===== src/rtl/io_input_bank.sv =====
// Memory-mapped input port bank: synchronised (optionally debounced) input channels,
// sticky change flags with clear-on-read status word and level irq. Option macro: IO_INPUT_DEBOUNCE_EN.
module io_input_bank #(
   parameter int N_CH       = 2,
   parameter int CH_W       = 5,
   parameter int DEB_CYCLES = 4
) (
   input  logic                   io_clk,
   input  logic                   reset,
   input  logic [31:0]            addr,
   input  logic                   rd_en,
   input  logic [N_CH*CH_W-1:0]   in_pins,
   output logic [31:0]            io_read_data,
   output logic                   irq
);

   localparam logic [5:0] STATUS_IDX = 6'(N_CH);

   logic [N_CH-1:0][CH_W-1:0] sync1_r;
   logic [N_CH-1:0][CH_W-1:0] sync2_r;
   logic [N_CH-1:0][CH_W-1:0] stable_r;
   logic [N_CH-1:0][CH_W-1:0] stable_nxt_s;
   logic [N_CH-1:0]           flags_r;
   logic [N_CH-1:0]           flags_nxt_s;
   logic [N_CH-1:0]           set_s;
   logic                      irq_r;
   logic [5:0]                word_idx_s;
   logic                      clr_s;
   logic [31:0]               rd_data_s;
   logic                      addr_unused_s;

   assign word_idx_s    = addr[7:2];
   assign addr_unused_s = ^{addr[31:8], addr[1:0], 8'(DEB_CYCLES)};

`ifdef IO_INPUT_DEBOUNCE_EN
   localparam logic [7:0] DEB_LAST = 8'(DEB_CYCLES - 1);

   logic [N_CH-1:0][7:0] cnt_r;
   logic [N_CH-1:0][7:0] cnt_nxt_s;

   // Debounce qualification: any mismatch must persist DEB_CYCLES edges before it is accepted.
   always_comb begin
      stable_nxt_s = stable_r;
      cnt_nxt_s    = '0;
      for (int i = 0; i < N_CH; i++) begin
         if (sync2_r[i] == stable_r[i]) begin
            cnt_nxt_s[i] = 8'h00;
         end else if (cnt_r[i] == DEB_LAST) begin
            stable_nxt_s[i] = sync2_r[i];
            cnt_nxt_s[i]    = 8'h00;
         end else begin
            cnt_nxt_s[i] = cnt_r[i] + 8'h01;
         end
      end
   end

   // Debounce counter state.
   always_ff @(posedge io_clk or posedge reset) begin
      if (reset) begin
         cnt_r <= '0;
      end else begin
         cnt_r <= cnt_nxt_s;
      end
   end
`else
   // Without debounce the stable register simply follows the synchroniser output.
   always_comb begin
      stable_nxt_s = sync2_r;
   end
`endif

   // Change detection and sticky flags; a set on the clearing edge wins over the clear.
   always_comb begin
      clr_s = rd_en && (word_idx_s == STATUS_IDX);
      set_s = '0;
      for (int i = 0; i < N_CH; i++) begin
         set_s[i] = (stable_nxt_s[i] != stable_r[i]);
      end
      flags_nxt_s = (flags_r & ~{N_CH{clr_s}}) | set_s;
   end

   // Synchronisers, stable registers, flags and interrupt request.
   always_ff @(posedge io_clk or posedge reset) begin
      if (reset) begin
         sync1_r  <= '0;
         sync2_r  <= '0;
         stable_r <= '0;
         flags_r  <= '0;
         irq_r    <= 1'b0;
      end else begin
         sync1_r  <= in_pins;
         sync2_r  <= sync1_r;
         stable_r <= stable_nxt_s;
         flags_r  <= flags_nxt_s;
         irq_r    <= |flags_nxt_s;
      end
   end

   // Read mux: one-hot word selection OR-ed together, zero for unmapped words.
   always_comb begin
      logic [31:0] word_s;
      rd_data_s = 32'h0000_0000;
      for (int i = 0; i < N_CH; i++) begin
         word_s             = 32'h0000_0000;
         word_s[CH_W-1:0]   = stable_r[i];
         rd_data_s          = rd_data_s | (word_s & {32{word_idx_s == 6'(i)}});
      end
      word_s           = 32'h0000_0000;
      word_s[N_CH-1:0] = flags_r;
      rd_data_s        = rd_data_s | (word_s & {32{word_idx_s == STATUS_IDX}});
   end

   assign io_read_data = rd_data_s;
   assign irq          = irq_r;

endmodule


===== config.mk =====
export PLATFORM = sky130hd
export DESIGN_NAME = io_input_bank
export DESIGN_NICKNAME = d
export VERILOG_FILES = /design/src/rtl/io_input_bank.sv
export SDC_FILE = /design/constraint.sdc
export NUM_CORES = 1
export LEC_CHECK = 0
export CAP_MARGIN = 15
export CORE_ASPECT_RATIO = 0.6
export CORE_UTILIZATION = 60
export CTS_BUF_LIST = sky130_fd_sc_hd__clkbuf_4
export CTS_CLUSTER_SIZE = 25
export DETAILED_ROUTE_END_ITERATION = 8
export DONT_BUFFER_PORTS = 1
export PLACE_DENSITY = 0.72
export SETUP_SLACK_MARGIN = 0.3
export SYNTH_ARGS = -nofsm -noshare
export SYNTH_HDL_FRONTEND = slang
export SYNTH_SLANG_ARGS = --single-unit

===== constraint.sdc =====
create_clock -name io_clk -period 2 [get_ports io_clk]
set_clock_uncertainty 0.15 [all_clocks]
set_input_delay 0.5 -clock io_clk [delete_from_list [all_inputs] [get_ports io_clk]]
set_output_delay 0.5 -clock io_clk [all_outputs]
set_load 0.005 [all_outputs]

==> impl_metrics.csv, run 1 <==
group,metric,value,unit
clocking,tritoncts,"built",
global_routing,grt_most_used_layer,"met2",
setup_path,endpoint_kind,"output port",
drt,wl_per_cell,12.5,µm
clocking,ctsLongestPathBuffers,2,
global_routing,grtUsageMet2,0.264,
setup_path,crit_start,"addr[4]",
placed_design,globalplace.congestion,0.700,
setup_path,critical_path.endpoint,"io_read_data[3]",
clocking,clock_latency,0.33,ns
drt,firstDrtPassIters,3,
global_routing,grt_max_degree,34,
drt,drtIter0Drc,16,
die,ios,78,
drt,finalWirelength,1710,µm
setup_path,path_max_fanout,3,
die,die_h,38.1,µm
global_routing,track_usage,0.166,
global_routing,use_met3,0.0952,
die,start_util,0.669,
layout,nNetsFinal,153,
logic_synthesis,synth_top_family_by_area,"buffers and inverters",
setup_path,cp.arrival,1.20,ns
pwr,pwr-share-clk,0.382,
drt,vias_per_cell,4.64,
timing,post-route-period-util,0.927,
pwr,power_density,904,nW/µm²
pwr,seq_power_share,0.559,
logic_synthesis,avgSynthCellArea,13.5,µm²
drt,vias,635,
logic_synthesis,ys.warnings.count,0,
global_routing,grt_use_met1,0.195,
timing,finalWorstSetupSlack,0.146,ns
timing,setup_violations,0,
pwr,comb_power_share,0.059,
timing,finalHoldViolCount,0,
layout,fin_area,1410,µm²
setup_path,crit_required,1.35,ns
flow_run,cap_violations,0,
logic_synthesis,synth_area,1310,µm²
global_routing,grt_pass1_vias,554,
layout,final_common_cell,"dfrtp_1",
logic_synthesis,synth_seq_area_share,0.633,
logic_synthesis,synthSimpleGateAreaFrac,0.0671,
layout,ff_latch_area,826,µm²
placed_design,place_area,1260,µm²
logic_synthesis,synth-xor-area-share,0.0671,
setup_path,cp_slowest_cell,"or2b_4",
clocking,htreeDepth,2,
layout,post-route-util,0.724,
die,core.rowCount,12,
pwr,p_switching,287,µW
logic_synthesis,syn-instance-count,97,
global_routing,antenna_found_initial,0,
die,fp.dieW,62.2,µm
layout,syn_to_final_growth,8.34,%
die,dieArea,2370,µm²
timing,setup-tns-final,0,ns
die,core,1950,µm²
placed_design,dp_hpwl,1190,µm
pwr,p_int,992,µW
timing,rsz0062_at_grt,"yes",
logic_synthesis,yosys.area_share.adder,0,
setup_path,critPathBufInv,0,
clocking,cts_root_buf,"clkbuf_4",
setup_path,cpLargestDelayFamily,"simple AND/OR/NAND/NOR gates",
pwr,irDropWorstVdd,671,µV
layout,layout_common_cells,"dfrtp_1, conb_1, xnor2_1",
global_routing,grt_pass1_wl,2640,µm
min_path,hp-class,"in -> reg",
pwr,fin_total_pwr,1280,µW
setup_path,r2r_slack,0.32,ns
placed_design,port_buffers,0,
status,status,"finished clean",
drt,drc_errors,0,
min_path,hold_start,"in_pins[7]",
drt,postRouteAntennaNets,0,
placed_design,preCtsSetupSlack,0.152,ns
min_path,whs_path_depth,0,
pwr,switching_share,0.224,
setup_path,criticalPathCategory,"in -> out",
clocking,cts-buffers-inserted,5,
setup_path,crit_cells,3,
global_routing,gr-total-overflow,0,
logic_synthesis,synth_cell_types,18,
layout,drive_gt1_frac,0.211,
clocking,cts.sink_count,33,
layout,num_antenna_cells,0,
setup_path,r2r-start,"stable_r[1]",
layout,multi_input_area,418,µm²
setup_path,r2r_cells,6,
layout,nFillCells,141,
logic_synthesis,ys_ff_latch,33,
timing,max_freq,539,MHz
setup_path,max_stage_delay,0.34,ns
timing,slew_viol_final,0,
setup_path,r2r_end,"irq",
pwr,leakagePower,0.000631,µW
logic_synthesis,synth_compound_area_frac,0.0249,
setup_path,worstPathCellList,"nor4_4 -> or2b_4 -> nor2_4",
timing,min_period,1.85,ns
clocking,clk_pin_slew,0.11,ns
setup_path,startpoint_type,"primary input",
logic_synthesis,synthMuxAreaShare,0.0384,
==> power by group through the flow <==
stage | Combinational, µW | Sequential, µW | Clock [µW]
6_report | 75.6 | 715 | 488
5_1_grt | 85.9 | 719 | 532
4_1_cts | 68.3 | 715 | 502
3_5_place_dp | 61.5 | 729 | 0
3_3_place_gp | 60.8 | 726 | 0
2_1_floorplan | 94.7 | 723 | 0
==> cell type report <==
type / count / area share
tap: 28 / 0.0248
multi-input combinational: 61 / 0.296
clock buffer: 5 / 0.0265
timing repair buffer: 6 / 0.0336
inverter: 1 / 0.00265
sequential: 33 / 0.584
clock inverter: 3 / 0.0327
==> synthesized netlist by cell type, drive strengths merged <==
master	count	area, µm²
or4	1	8.76
inv	1	3.75
nand4b	1	8.76
nor2b	1	6.26
nor2	7	26.3
nand3	2	10.0
a21oi	2	10.0
xnor2	6	52.6
xor2	4	35.0
mux2i	5	50.1
buf	28	214
or2	1	6.26
a2111o	2	22.5
dfrtp	33	826
or2b	1	8.76
conb	1	3.75
nor4	1	12.5
==> layer usage <==
layer	up-vias	part of all wire
met1	306	0.41
met4	0	0.011
met3	2	0.12
met5	-	0
met2	47	0.46
li1	280	-
==> cell families after synthesis <==
| group | after synthesis |
|---|---|
| flops | 33 |
| buf+inv | 29 |
| simple gates | 15 |
| xor+xnor | 10 |
| mux | 5 |
| compound gates | 4 |
| other cells | 1 |
==> stage by stage <==
stage / cells / hold WS, ns
finish: 137 / 0.0309
global route: 137 / 0.00649
CTS: 135 / 0.0177
detailed placement: 124 / 0.185
global placement: 124 / 0.182
floorplan: 123 / 0.181
==> timing repair <==
item,CTS,global route
hold buffers,1,0
resized for setup,2,5
cloned,0,0
hold endpoints to repair,33,0
setup buffers,2,2
endpoints found under the setup margin,5,5
pin swaps,0,4
==> sequential cells by signal, indices dropped and copies added, names as in the netlist <==
register      cells
stable_nxt_s     10
flags_r           2
sync1_r          10
irq               1
stable_r         10
==> how the worst min path moves through the flow <==
| stage | to | slack, ns |
|---|---|---|
| after floorplan | stable_nxt_s[0] | 0.18 |
| after global placement | stable_nxt_s[7] | 0.18 |
| after detailed placement | stable_nxt_s[1] | 0.18 |
| after CTS | sync1_r[3] | 0.02 |
| after global routing | sync1_r[7] | 0.006 |
| final | sync1_r[7] | 0.03 |
Power figures use the tool's default switching activity.
==> run 2, diff against run 1 <==
Settings changed: CTS_BUF_LIST sky130_fd_sc_hd__clkbuf_4 to unset.
==> results of run 2 <==
Final layout, timing and power as in run 1 (identical DEF).
